`src/rtl/fp32_to_fixed_unpacker.sv`:
```
// IEEE-754 single to signed Q2.30 converter at the CORDIC input, one registered stage.
// Build macro UNPACKER_ROUND_EN: round half-up on right shifts instead of truncating toward zero.
module fp32_to_fixed_unpacker #(
    parameter logic [31:0] RANGE_LIMIT = 32'h40000000
) (
    input  logic        clk,
    input  logic        rst_n,
    input  logic        in_valid,
    input  logic [31:0] data,
    output logic        out_valid,
    output logic [31:0] result,
    output logic        is_special,
    output logic        out_of_range
);

    // Exponent at which the 24-bit mantissa lands unshifted on the Q2.30 grid.
    localparam logic [7:0] EXP_UNITY = 8'd120;
    localparam logic [7:0] EXP_ONE   = 8'd127;
    localparam logic [7:0] EXP_SAT   = 8'd128;

    logic        sign_s;
    logic [7:0]  exp_s;
    logic [22:0] frac_s;
    logic [23:0] mant_s;
    logic [7:0]  lsh_s;
    logic [7:0]  rsh_s;
    logic [31:0] mag_s;
    logic        sat_s;
    logic        special_s;
    logic [31:0] conv_res_s;
    logic        conv_oor_s;

    logic        out_valid_d;
    logic        out_valid_q;
    logic [31:0] result_d;
    logic [31:0] result_q;
    logic        is_special_d;
    logic        is_special_q;
    logic        out_of_range_d;
    logic        out_of_range_q;

    // Split the operand into its fields and restore the hidden one.
    always_comb begin
        sign_s = data[31];
        exp_s  = data[30:23];
        frac_s = data[22:0];
        mant_s = {1'b1, frac_s};
        lsh_s  = exp_s - EXP_UNITY;
        rsh_s  = EXP_UNITY - exp_s;
    end

`ifdef UNPACKER_ROUND_EN
    // e==96 still rounds up to the LSB because its first dropped bit is the hidden one.
    localparam logic [7:0] EXP_MIN_SHIFT = 8'd96;

    logic [32:0] ext_s;

    // Magnitude shifter with one guard bit kept for half-up rounding.
    always_comb begin
        ext_s = 33'd0;
        mag_s = 32'd0;
        if (exp_s >= EXP_SAT) begin
            mag_s = 32'd0;
        end else if (exp_s >= EXP_UNITY) begin
            mag_s = {8'd0, mant_s} << lsh_s;
        end else if (exp_s >= EXP_MIN_SHIFT) begin
            ext_s = {8'd0, mant_s, 1'b0} >> rsh_s;
            mag_s = ext_s[32:1] + {31'd0, ext_s[0]};
        end else begin
            mag_s = 32'd0;
        end
    end
`else
    localparam logic [7:0] EXP_MIN_SHIFT = 8'd97;

    // Magnitude shifter, truncating toward zero.
    always_comb begin
        mag_s = 32'd0;
        if (exp_s >= EXP_SAT) begin
            mag_s = 32'd0;
        end else if (exp_s >= EXP_UNITY) begin
            mag_s = {8'd0, mant_s} << lsh_s;
        end else if (exp_s >= EXP_MIN_SHIFT) begin
            mag_s = {8'd0, mant_s} >> rsh_s;
        end else begin
            mag_s = 32'd0;
        end
    end
`endif

    // Sign application, saturation and flags; a zero magnitude never yields negative zero.
    always_comb begin
        sat_s      = (exp_s >= EXP_SAT);
        special_s  = (exp_s == EXP_ONE) && (frac_s == 23'd0);
        conv_res_s = 32'd0;
        conv_oor_s = 1'b0;
        if (sat_s) begin
            conv_res_s = sign_s ? 32'h80000000 : 32'h7FFFFFFF;
            conv_oor_s = 1'b1;
        end else begin
            conv_res_s = sign_s ? (32'd0 - mag_s) : mag_s;
            conv_oor_s = (mag_s > RANGE_LIMIT);
        end
    end

    // Capture on a valid beat, otherwise hold everything except out_valid.
    always_comb begin
        out_valid_d    = in_valid;
        result_d       = result_q;
        is_special_d   = is_special_q;
        out_of_range_d = out_of_range_q;
        if (in_valid) begin
            result_d       = conv_res_s;
            is_special_d   = special_s;
            out_of_range_d = conv_oor_s;
        end else begin
            result_d       = result_q;
            is_special_d   = is_special_q;
            out_of_range_d = out_of_range_q;
        end
    end

    // Output stage.
    always_ff @(posedge clk or negedge rst_n) begin
        if (!rst_n) begin
            out_valid_q    <= 1'b0;
            result_q       <= 32'd0;
            is_special_q   <= 1'b0;
            out_of_range_q <= 1'b0;
        end else begin
            out_valid_q    <= out_valid_d;
            result_q       <= result_d;
            is_special_q   <= is_special_d;
            out_of_range_q <= out_of_range_d;
        end
    end

    assign out_valid    = out_valid_q;
    assign result       = result_q;
    assign is_special   = is_special_q;
    assign out_of_range = out_of_range_q;

endmodule

```
`config.mk`:
```
export PLATFORM = sky130hd
export DESIGN_NAME = fp32_to_fixed_unpacker
export DESIGN_NICKNAME = d
export VERILOG_FILES = /design/src/rtl/fp32_to_fixed_unpacker.sv
export SDC_FILE = /design/constraint.sdc
export NUM_CORES = 1
export LEC_CHECK = 0
export CORE_MARGIN = 3
export CORE_UTILIZATION = 35
export CTS_BUF_LIST = sky130_fd_sc_hd__clkbuf_2 sky130_fd_sc_hd__clkbuf_4 sky130_fd_sc_hd__clkbuf_8
export DETAILED_ROUTE_END_ITERATION = 8
export PLACE_DENSITY = 0.62
export REMOVE_ABC_BUFFERS = 1
export SETUP_SLACK_MARGIN = 0.1
export SYNTH_ARGS = -nofsm -noshare
export SYNTH_HDL_FRONTEND = slang
export SYNTH_SLANG_ARGS = --single-unit
```
`constraint.sdc`:
```
create_clock -name clk -period 1 [get_ports clk]
set_input_delay 0.2 -clock clk [delete_from_list [all_inputs] [get_ports clk]]
set_output_delay 0.2 -clock clk [all_outputs]
set_load 0.03 [all_outputs]
```
# ---- Word level (Yosys, flattened, before mapping)
# Cells that the tools add are included.
# W data, S select, Z words.
dict set report op_classes {
  order_cmp 4
  addsub 3
  reduce_logical 2
  mux 7
  eq_ne 1
  shift 2
}
# operator count
set ops {}
lappend ops {{$mux W32} 6}
lappend ops {{$gt A32 B31 Y1 const B} 1}
lappend ops {{$shl A24 B8 Y32} 1}
lappend ops {{$shr A24 B8 Y32} 1}
lappend ops {{$sub A1 B32 Y32 const A} 1}
lappend ops {{$logic_not A23 Y1} 1}
lappend ops {{$ge A8 B7 Y1 const B} 2}
lappend ops {{$eq A8 B7 Y1 const B} 1}
lappend ops {{$ge A8 B8 Y1 const B} 1}
lappend ops {{$sub A7 B8 Y8 const A} 1}
lappend ops {{$sub A8 B7 Y8 const B} 1}
lappend ops {{$logic_and A1 B1 Y1} 1}
lappend ops {{$mux W1} 1}
dict set report totals {
  inputBits 35
  wordCells 23
  regBits 35
}

# ---- Logic depth before layout (Yosys ltp)
# Gate-level depths: netlist of the first run.
dict set report depth {
  ltp_word 8
  ltp_mapped 24
  depth_no_buf 14
}

# ---- Worst setup path after synthesis of the first run
# OpenSTA, ideal clock, no wires.
dict set report synth_timing {
  path_kind {in2reg}
  start {input data[23]}
  end {register result_q[10], in the netlist result[10]}
  arrival_ns 4.254
  slack_ns -3.376
  path_stages 22
  required_ns 0.877
  path_buffers 8
  setup_ns 0.123
  cell_sequence {buf_6 buf_8 buf_8 inv_1 buf_2 ha_1 clkbuf_1 buf_2 buf_2 mux2i_1 mux2i_1 mux2_2 o32a_1 nand4_1 and2_1 ha_1 and4_1 clkbuf_1 and3b_1 nand3_1 a2111o_1 o221a_2}
}
dict set report synth_via {
  elab_chain_cells 8
}
# element line
set synth_lines {}
lappend synth_lines {{start: declaration} 9} ;# input logic [31:0] data,
lappend synth_lines {{$sub A7 B8 Y8} 49} ;# rsh_s = EXP_UNITY - exp_s;
lappend synth_lines {{$shr A24 B8 Y32} 84} ;# mag_s = {8'd0, mant_s} >> rsh_s;
lappend synth_lines {{$mux W32} 83} ;# end else if (exp_s >= EXP_MIN_SHIFT) begin
lappend synth_lines {{$mux W32} 81} ;# end else if (exp_s >= EXP_UNITY) begin
lappend synth_lines {{$mux W32} 79} ;# if (exp_s >= EXP_SAT) begin
lappend synth_lines {{$sub A1 B32 Y32} 101} ;# conv_res_s = sign_s ? (32'd0 - mag_s) : mag_s;
lappend synth_lines {{$mux W32} 101}
lappend synth_lines {{$mux W32 (*)} 97} ;# if (sat_s) begin
lappend synth_lines {{end signal: assignment} 132} ;# result_q <= result_d;
lappend synth_lines {{end: declaration} 36} ;# logic [31:0] result_q;
# Mark *: on every way between the ends. The rest lies on a longest branch, timed or not.
# A chain may end at the register's enable or synchronous reset.

# ---- Worst setup path after layout of the first run
dict set report layout_timing {
  start {input data[24]}
  end {register result_q[10], in the netlist result[10]}
}
# Same word-level chain as after synthesis.

==> metrics.md, run 1 <==
| Metric | Value |
|---|---|
| Total CTS buffers | `5` |
| Yosys reg bits | `35` |
| Asr flop ratio synth | `100.0%` |
| Final Instance Area | `11,360 sq um` |
| EDFF count, synth | `0` |
| DR vias/cell | `6.182` |
| Top FF cell, synth | `dfrtp_1` |
| Failing checks | `negative setup slack` |
| Cell row count | `47` |
| Routed Antenna Nets | `0` |
| Fill cells | `roughly 1,300` |
| Levels on crit path | `17` |
| Worst path slowest cell | `a2111o_1` |
| Commonest non-fill, non-tap cell in the layout | `buf_4` |
| Max incr delay on CP | `about 400 ps` |
| Leak | `5.109 nW` |
| Post-synthesis cell area | `~6000 sq um` |
| Clk Latency, worst-skew pair | `between 200 and 300 ps` |
| Unrepaired setup endpoints after global routing | `true` |
| Detailed-route wire length per cell | `22.32 um` |
| Worst hold path class | `in2async` |
| Largest area contributor in the netlist | `dfrtp_1` |
| Max-cap viol count | `0` |
| Setup WS post-layout | `-2240 ps` |
| Slew margin rel. | `between 60% and 70%` |
| Synthesized area per cell | `8.175 sq um` |
| Port buffer count | `~70` |
| Critical Path AT | `~3400 ps` |
| H-tree levels | `2` |
| Die area | `19,140 sq um` |
| # nets final | `1,206` |
| Yosys warns | `0` |
| Global-route met3 utilization | `just over 4%` |
| R2R depth | `4` |
| Status | `complete, but fails checks` |
| Drt pass-1 iters | `5` |
| Root Driver | `clkbuf_8` |
| Top cells by area, synth | `dfrtp_1, mux4_2, mux2i_1` |
| Fraction of layout cells with a size suffix above 1 | `approximately 58%` |
| CP endpoint kind | `register` |
| Commonest non-fill, non-tap cells in the layout | `buf_4, buf_6, nand2_1` |
| CP Class | `in2reg` |
| Number of DRC violations after detailed-routing iteration 0 | `roughly 810` |
| DR vias | `about 8,600` |
| Delay-heaviest family, CP | `simple AND/OR/NAND/NOR gates` |
| Layout Area Growth over Synthesis | `85.24%` |
| Crit share post-route | `324.0%` |
| Gp weighted congestion | `roughly 1.1` |
| Effective utilization at floorplan | `36.33%` |
| Die W | `about 140 um` |
| Final Skew | `0 ps` |
| Grt met1 use | `~36%` |
| VDD IR-drop max | `a little under 0.001 V` |
| Diode count | `0` |
| Multi-input gate area in the final layout | `about 5800 sq um` |
| Worst-margin pin slew | `roughly 530 ps` |
| Fmax achieved | `roughly 310 MHz` |
| First-pass GRT wire length | `between 40 and 50 mm` |
| Initial antenna violation count | `0` |
| # DRC | `0` |
| Setup violations, final | `69` |
| Register area | `roughly 880 sq um` |
| CTS max path bufs | `2` |
| Clock transition at path regs | `70 ps` |
| Crit path launch type | `primary input` |
| Die Y | `138.4 um` |
| Drt total wl | `around 31 mm` |
| Finished Core Util | `67.29%` |
| Yosys top cell area share | `between 10% and 20%` |
| Layer with the highest usage | `met2` |
| CTS tree | `yes` |
| GRT Util Overall | `around 29%` |
| Worst Path Buf+Inv | `4` |
| Cells along the critical path | `buf_12 -> inv_8 -> ha_4 -> buf_12 -> buf_12 -> mux2i_4 -> mux2i_2 -> mux2_2 -> o32a_1 -> nand4_1 -> and2_4 -> ha_4 -> and4_4 -> and3b_2 -> nand3_2 -> a2111o_1 -> o221a_2` |
| Pre-CTS setup slack | `-3069 ps` |
| Final hold viol count | `0` |
| Synthesized instance count | `750` |
| Cell Area, Placed | `~9000 sq um` |
| Largest net degree at the start of global routing | `31` |
| Synth cell types | `88` |
| Congestion Overflow GR | `0` |
| Core area | `roughly 17,000 sq um` |
| Ports | `70` |
| TritonCTS Sinks | `35` |
| Fin crit period | `roughly 3200 ps` |
| GRT met2 Usage | `~48%` |
| Dpl cells | `about 1,300` |
| PwrDens | `around 860 nW/um^2` |
| Crit-path most repeated cell | `buf_12` |
| Layout Cells excl Fill | `approximately 1,400` |
| Setup TNS | `-69,830 ps` |
| Dpl hpwl | `roughly 22 mm` |
| Final slew viol count | `0` |
| Final Power | `approximately 10 mW` |
| Number of global-route vias before repair | `between 8,000 and 9,000` |
| Worst hold slack | `330.6 ps` |
| Seq/Total Area, Yosys | `14.29%` |
| Largest fanout on the critical path | `6` |
| Worst EP required | `around 1200 ps` |
## metal layers
metal	vias to the layer above	share of wire, %
met5	-	0
met4	0	5.5
met3	120	7.7
met2	546	49
met1	4104	38
li1	3798	-
## registers in the layout, summed over array words and instances (netlist names)
name and cells:
out_of_range 1, result 32, out_valid 1, is_special 1
## cell families after synthesis
family,after synthesis,share of synthesized area [%]
simple gates,298,25.76
compound gates,199,23.65
mux,111,25.65
buf+inv,84,6.755
flops,35,14.29
xor+xnor,17,2.674
fa+ha+maj,6,1.224
## layout make-up
class,count,share of cell area [%]
inverter,15,0.5839
multi-input combinational,631,50.87
timing repair buffer,477,37.38
sequential,35,7.712
clock inverter,2,0.3085
clock buffer,6,0.7271
tap,220,2.424
## Yosys cell counts (7+ instances only)
cell,count
a31oi_1,7
and3_1,12
buf_2,16
mux2i_1,57
nor2b_1,18
o221a_2,7
o21ai_1,7
o21ai_0,34
a211oi_1,10
a21oi_1,29
nand3_1,36
xnor2_1,9
nor4_1,17
o22ai_1,11
o211ai_1,7
inv_1,13
nand4_1,18
mux4_2,35
mux2_2,14
buf_4,7
nand2_1,67
dfrtp_1,35
a22oi_1,8
nor3_1,29
clkbuf_1,36
nor2_1,54
## report_power, final
group          total (mW)  internal [mW]  switching [mW]
logic                6.68           3.38            3.30
clock network        1.34          0.807           0.538
registers            1.76           1.61           0.146
total                9.78           5.80            3.98
## path summary, 6_finish.rpt
kind	start	to	slack (ps)
max	data[24]	result[10]	-2240
min	rst_n	result[1]	330
max reg2reg	result[13]	result[13]	20
min reg2reg	result[21]	result[21]	520
max in group asynchronous	rst_n	out_valid	250
min in group clk	result[21]	result[21]	520
## timing repair
action / 4_1_cts / 5_1_grt
endpoints found under the hold margin: 9 / 0
hold buffers: 1 / 0
pin swaps: 55 / 61
setup buffers: 59 / 55
gates resized for setup: 245 / 105
cloned: 2 / 4
setup endpoints to repair: 69 / 69
Power figures use the tool's default switching activity.
==> run 2, diff against run 1 <==
--- a/config.mk
+++ b/config.mk
@@ -5,13 +5,14 @@
 export SDC_FILE = /design/constraint.sdc
 export NUM_CORES = 1
 export LEC_CHECK = 0
+export CAP_MARGIN = 10
 export CORE_MARGIN = 3
 export CORE_UTILIZATION = 35
 export CTS_BUF_LIST = sky130_fd_sc_hd__clkbuf_2 sky130_fd_sc_hd__clkbuf_4 sky130_fd_sc_hd__clkbuf_8
 export DETAILED_ROUTE_END_ITERATION = 8
 export PLACE_DENSITY = 0.62
 export REMOVE_ABC_BUFFERS = 1
-export SETUP_SLACK_MARGIN = 0.1
+export SETUP_SLACK_MARGIN = 0.15
 export SYNTH_ARGS = -nofsm -noshare
 export SYNTH_HDL_FRONTEND = slang
 export SYNTH_SLANG_ARGS = --single-unit
==> run 2 against run 1 <==
Net effect:
- the run still ends with negative setup slack left
- clock power about the same
- worst setup slack got worse by 0.98 ps
- final area increased by 1.4%
- critical path depth decreased by 1
- core utilization increased by 0.97 points
- register-to-register slack about the same
- non-clock buffer count increased by 3
- count of clock-buffer cells in the layout unchanged
- worst hold slack got worse by 5.0 ps
- flip-flop and latch count unchanged
- wire length decreased by 1.2%
- global-route usage about the same
- critical path type unchanged
- largest power group unchanged
==> metrics.md, run 2 (same netlist as run 1, synthesis figures left out) <==
| Metric | Value |
|---|---|
| Max incr delay on CP | `570 ps` |
| First-pass GRT wire length | `between 40 and 50 mm` |
| H-tree levels | `2` |
| Internal power | `approximately 5.8 mW` |
| Routed Antenna Nets | `0` |
| Psw | `~4.0 mW` |
| Dpl cells | `1,262` |
| Number of DRC violations after detailed-routing iteration 0 | `approximately 860` |
| PwrDens | `between 800 and 900 nW/um^2` |
| Worst hold path class | `in2async` |
| DR vias | `roughly 8,500` |
| Reg2Reg Setup Slack | `roughly 20 ps` |
| Unrepaired setup endpoints after global routing | `true` |
| Layout Cells excl Fill | `between 1,000 and 1,500` |
| Max reg flops | `32` |
| Pre-CTS setup slack | `-3069 ps` |
| Cell row count | `47` |
| Root Driver | `clkbuf_8` |
| Clock transition at path regs | `70 ps` |
| # DRC | `0` |
| Detailed-route wire length per cell | `~22 um` |
| Largest net degree at the start of global routing | `31` |
| Max-cap viol count | `0` |
| Drt pass-1 iters | `5` |
| DR vias/cell | `around 6` |
| CTS tree | `yes` |
| Final Skew | `0 ps` |
| Setup WS post-layout | `-2241 ps` |
| Clk Latency, worst-skew pair | `290 ps` |
| Failing checks | `negative setup slack` |
| Switch share | `40.53%` |
| Slew margin rel. | `between 60% and 70%` |
| # nets final | `approximately 1,200` |
| Number of global-route vias before repair | `around 8,000` |
| Commonest non-fill, non-tap cell in the layout | `buf_4` |
| Status | `complete, but fails checks` |
| Fill cells | `between 1,000 and 1,500` |
| Share of total power in combinational logic | `68.4%` |
| Critical Path AT | `3450 ps` |
| Effective utilization at floorplan | `36.33%` |
| VDD IR-drop max | `roughly 0.001 V` |
| Total CTS buffers | `5` |
| GRT Util Overall | `28.76%` |
| Worst r2r src | `result[13]` |
| Drt total wl | `30.57 mm` |
| Worst hold slack | `between 300 and 400 ps` |
| Worst path slowest cell | `or4_4` |
| Register area | `between 800 and 900 sq um` |
| Die W | `~140 um` |
| Fmax achieved | `between 300 and 400 MHz` |
| Final hold viol count | `0` |
| CP endpoint kind | `register` |
| Clock power share | `between 10% and 20%` |
| Fin crit period | `approximately 3200 ps` |
| CTS max path bufs | `2` |
| Crit-path most repeated cell | `buf_6` |
| Gp weighted congestion | `between 1 and 1.5` |
| Core area | `16,880 sq um` |
| Final slew viol count | `0` |
| Ports | `70` |
| Port buffer count | `slightly below 70` |
| Multi-input gate area in the final layout | `5822 sq um` |
| Fraction of layout cells with a size suffix above 1 | `roughly three fifths` |
| Diode count | `0` |
| CP Class | `in2reg` |
| Layout Area Growth over Synthesis | `87.92%` |
| Sequential power share | `17.9%` |
| Dpl hpwl | `22.05 mm` |
| Worst EP required | `between 1000 and 1500 ps` |
| Crit share post-route | `324.1%` |
| Worst-margin pin slew | `about 550 ps` |
| Initial antenna violation count | `0` |
| Crit path launch type | `primary input` |
| Congestion Overflow GR | `0` |
| Cells along the critical path | `buf_12 -> inv_6 -> ha_4 -> buf_12 -> mux2i_4 -> buf_6 -> mux4_2 -> nor3_1 -> a211o_1 -> or4_4 -> nor2_4 -> buf_6 -> buf_6 -> nand2_4 -> o211a_1 -> nor3_2` |
| Leak | `5.165 nW` |
| Die area | `approximately 19,000 sq um` |
| Setup violations, final | `69` |
| Commonest non-fill, non-tap cells in the layout | `buf_4, buf_6, nand2_1` |
| Worst setup path startpoint | `data[24]` |
| TritonCTS Sinks | `35` |
| Die Y | `around 140 um` |
| Largest fanout on the critical path | `8` |
==> run 2: cell count changes in the layout (fill, tap and decap cells not counted), moves of 3 or more <==
| cell | change |
|---|---|
| nand2_2 | -4 |
| nand3_1 | -3 |
| buf_4 | -13 |
| nor4_2 | +4 |
| buf_6 | +15 |
==> run 2: routing by layer <==
layer  GRT usage [%]  wire length (um)  vias up
li1                -                 -     3789
met1           35.83             11590     4064
met2           48.59             14730      523
met3           4.489              2526      121
met4           13.99              1718        0
met5               0                 0        -
==> run 2: path summary, 6_finish.rpt <==
path	endpoint	depth (start not counted)
worst max-delay path	result[15]	16
worst min-delay path	result[1]	2
worst max register to register	result[13]	4
worst min register to register	result[2]	2
max in group asynchronous	out_valid	3
min in group clk	result[2]	2
==> run 2: power by group through the flow <==
stage	clock [mW]	combinational, mW	sequential, mW
6_report	1.35	6.73	1.76
5_1_grt	1.44	7.04	1.79
4_1_cts	1.37	5.89	1.76
3_5_place_dp	0	5.04	1.76
3_3_place_gp	0	5.00	1.75
2_1_floorplan	0	2.02	2.12
==> run 2: worst max-delay path, delay by kind of cell <==
family                     cells  cell delay, ps
adders and majority gates      1             300
muxes                          2             550
AOI/OAI and AO/OA              2             560
buffers and inverters          6             680
and+or+nand+nor                5            1130
==> run 2: final cells by class <==
| cell class | count | share of cell area [%] |
|---|---|---|
| tap | 220 | 2.389 |
| inverter | 15 | 0.5756 |
| sequential | 35 | 7.602 |
| timing repair buffer | 480 | 37.88 |
| multi-input combinational | 631 | 50.53 |
| clock inverter | 2 | 0.3041 |
| clock buffer | 6 | 0.7168 |
==> run 2: what timing repair did <==
| action | CTS | global route |
|---|---|---|
| hold endpoints to repair | 9 | 0 |
| gates cloned | 2 | 3 |
| setup endpoints to repair | 69 | 69 |
| hold buffers | 1 | 0 |
| setup buffers | 58 | 55 |
| pin swaps | 54 | 72 |
| gates resized for setup | 243 | 135 |
==> run 2: metrics by stage <==
step                      instance area [sq um]  setup TNS (ps)  total power, mW  utilization [%]
final                                     11520          -69720            9.835            68.26
after global routing                      11520          -73210            10.26            68.26
after CTS                                 10420          -68760            9.021            61.71
after detailed placement                   8954          -95450            6.796            53.05
after global placement                     8954          -95010            6.745            53.05
after floorplan                            5773          -95030            4.148                -
==> run 3, diff against run 2 <==
--- a/config.mk
+++ b/config.mk
@@ -5,12 +5,12 @@
 export SDC_FILE = /design/constraint.sdc
 export NUM_CORES = 1
 export LEC_CHECK = 0
-export CAP_MARGIN = 10
+export ABC_CLOCK_PERIOD_IN_PS = 1000
 export CORE_MARGIN = 3
 export CORE_UTILIZATION = 35
 export CTS_BUF_LIST = sky130_fd_sc_hd__clkbuf_2 sky130_fd_sc_hd__clkbuf_4 sky130_fd_sc_hd__clkbuf_8
 export DETAILED_ROUTE_END_ITERATION = 8
-export PLACE_DENSITY = 0.62
+export PLACE_DENSITY = 0.64
 export REMOVE_ABC_BUFFERS = 1
 export SETUP_SLACK_MARGIN = 0.15
 export SYNTH_ARGS = -nofsm -noshare
==> run 3 against run 2 <==
Net effect:
- the run still ends with negative setup slack left
- fmax fell by 0.39%
- final area shrank 2.9%
- worst hold slack got worse by 16 ps
- core utilization down 2.0 points
- sequential power barely moved
- critical endpoint is now result[23]
- largest power group unchanged
- highest routed layer unchanged
==> metrics.md, run 3 (same netlist as run 1, synthesis figures left out) <==
| Metric | Value |
|---|---|
| Drt total wl | `30.31 mm` |
| Worst-margin pin slew | `~740 ps` |
| Dpl hpwl | `approximately 22 mm` |
| # DRC | `0` |
| Die Y | `between 100 and 150 um` |
| Port buffer count | `69` |
| Status | `complete, but fails checks` |
| Setup WS post-layout | `-2253 ps` |
| Worst EP required | `between 1000 and 1500 ps` |
| Die area | `~19,000 sq um` |
| DR vias/cell | `6.205` |
| Fill cells | `between 1,000 and 1,500` |
| Final Skew | `0 ps` |
| Layout Cells excl Fill | `~1,400` |
| CTS max path bufs | `2` |
| Gp weighted congestion | `1.013` |
| Core area | `16,880 sq um` |
| Dpl cells | `1,286` |
| Unrepaired setup endpoints after global routing | `true` |
| Effective utilization at floorplan | `roughly 36%` |
| R2R depth | `3` |
| Drt pass-1 iters | `5` |
| M1 wire length | `between 10 and 15 mm` |
| Detailed-route wire length per cell | `21.93 um` |
| Ports | `70` |
| First-pass GRT wire length | `approximately 44 mm` |
| CP endpoint kind | `register` |
| Met3 wire length | `roughly 2.1 mm` |
| Setup violations, final | `between 60 and 70` |
| DR vias | `8,576` |
| Worst hold slack | `about 310 ps` |
| Critical Path AT | `between 3000 and 4000 ps` |
| Root Driver | `clkbuf_8` |
| Leak | `5.074 nW` |
| Worst path slowest cell | `mux4_2` |
| Number of DRC violations after detailed-routing iteration 0 | `~810` |
| Congestion Overflow GR | `0` |
| Number of global-route vias before repair | `8,013` |
| PwrDens | `854.5 nW/um^2` |
| Fmax achieved | `between 300 and 400 MHz` |
| Cell Area, Placed | `around 9000 sq um` |
| Top routing layer in use | `met4` |
| Commonest non-fill, non-tap cells in the layout | `buf_4, buf_6, nand2_1` |
| Largest net degree at the start of global routing | `27` |
| Final slew viol count | `0` |
| Crit share post-route | `325.3%` |
| Clk Latency, worst-skew pair | `a little under 300 ps` |
| # nets final | `~1,200` |
| Diode count | `0` |
| Max-cap viol count | `0` |
| Slew margin rel. | `between 50% and 60%` |
| Final hold viol count | `0` |
| Clock transition at path regs | `roughly 70 ps` |
| Largest fanout on the critical path | `18` |
| Crit path launch type | `primary input` |
| Max incr delay on CP | `a little under 600 ps` |
| Die W | `between 100 and 150 um` |
| CTS tree | `yes` |
| GRT Util Overall | `28.27%` |
| Max reg flops | `32` |
| H-tree levels | `2` |
| Fraction of layout cells with a size suffix above 1 | `about 57%` |
| Met2 WL | `roughly 14 mm` |
| Total CTS buffers | `5` |
| CP Class | `in2reg` |
| Cells along the critical path | `buf_8 -> buf_12 -> buf_12 -> mux4_2 -> mux4_2 -> a22o_1 -> or3_4 -> nor3_4 -> nand2_2 -> or4_1 -> nand3_1` |
| Initial antenna violation count | `0` |
| TritonCTS Sinks | `35` |
| Layout Area Growth over Synthesis | `82.49%` |
| Commonest non-fill, non-tap cell in the layout | `buf_4` |
| Failing checks | `negative setup slack` |
| Worst hold path class | `in2async` |
| Routed Antenna Nets | `0` |
| Cell row count | `between 40 and 50` |
| Final Instance Area | `about 11,000 sq um` |
| Fin crit period | `around 3300 ps` |
| VDD IR-drop max | `0.001249 V` |
[run 3: cell count changes in the layout (fill, tap and decap cells not counted), moves of 4 or more]
cell	delta
dlymetal6s2s_1	+7
buf_6	-6
mux2i_2	-4
buf_4	+6
mux2i_1	+6
dlygate4sd2_1	-11
nor2_1	+5
[run 3: per-stage QoR]
step / power (mW) / TNS [ps] / worst slack [ps] / utilization, %
2_1_floorplan: 4.148 / -95030 / -3279 / -
3_3_place_gp: 6.825 / -92000 / -3029 / 53.90
3_5_place_dp: 6.858 / -93360 / -3040 / 53.90
4_1_cts: 8.833 / -70250 / -2290 / 61.15
5_1_grt: 9.943 / -73490 / -2313 / 66.29
6_report: 9.560 / -70480 / -2253 / 66.29
[run 3: cell type report]
| type | count | area [sq um] | area share (%) |
|---|---|---|---|
| clock buffer | 8 | 103.9 | 0.9282 |
| inverter | 15 | 61.31 | 0.5480 |
| multi-input combinational | 632 | 5714 | 51.07 |
| sequential | 35 | 875.8 | 7.828 |
| tap | 220 | 275.3 | 2.460 |
| timing repair buffer | 472 | 4158 | 37.16 |
[run 3: final timing paths]
check | start | to | slack (ps)
worst max-delay path | data[23] | result[23] | -2250
worst min-delay path | rst_n | result[3] | 310
worst max register to register | result[27] | result[27] | 80
worst min register to register | result[7] | result[7] | 510
max in group asynchronous | rst_n | result[31] | 270
min in group clk | in_valid | result[19] | 510
[run 3: metal layers]
| metal | vias to the layer above | track usage, % |
|---|---|---|
| met2 | 551 | 47.74 |
| met3 | 137 | 3.004 |
| met1 | 4105 | 36.94 |
| li1 | 3783 | - |
| met4 | 0 | 11.80 |
| met5 | - | 0 |
[run 3: timing repair]
item                                    in CTS  in global routing
endpoints found under the setup margin      69                 69
gates cloned                                 2                  2
setup buffers                               50                 34
resized for setup                          205                131
endpoints found under the hold margin        9                  0
pin swaps                                   56                 62
hold buffers                                 1                  0
[run 3: where the power goes]
part | switching (mW) | internal, mW
Sequential | 0.140 | 1.61
Clock | 0.531 | 0.656
Combinational | 3.28 | 3.34
Total | 3.95 | 5.61
[run 3: worst max-delay path: cells and delay by family]
family          cells  cell delay (ps)
simple gates        5             1530
mux                 2             1100
buf+inv             3              360
compound gates      1              280
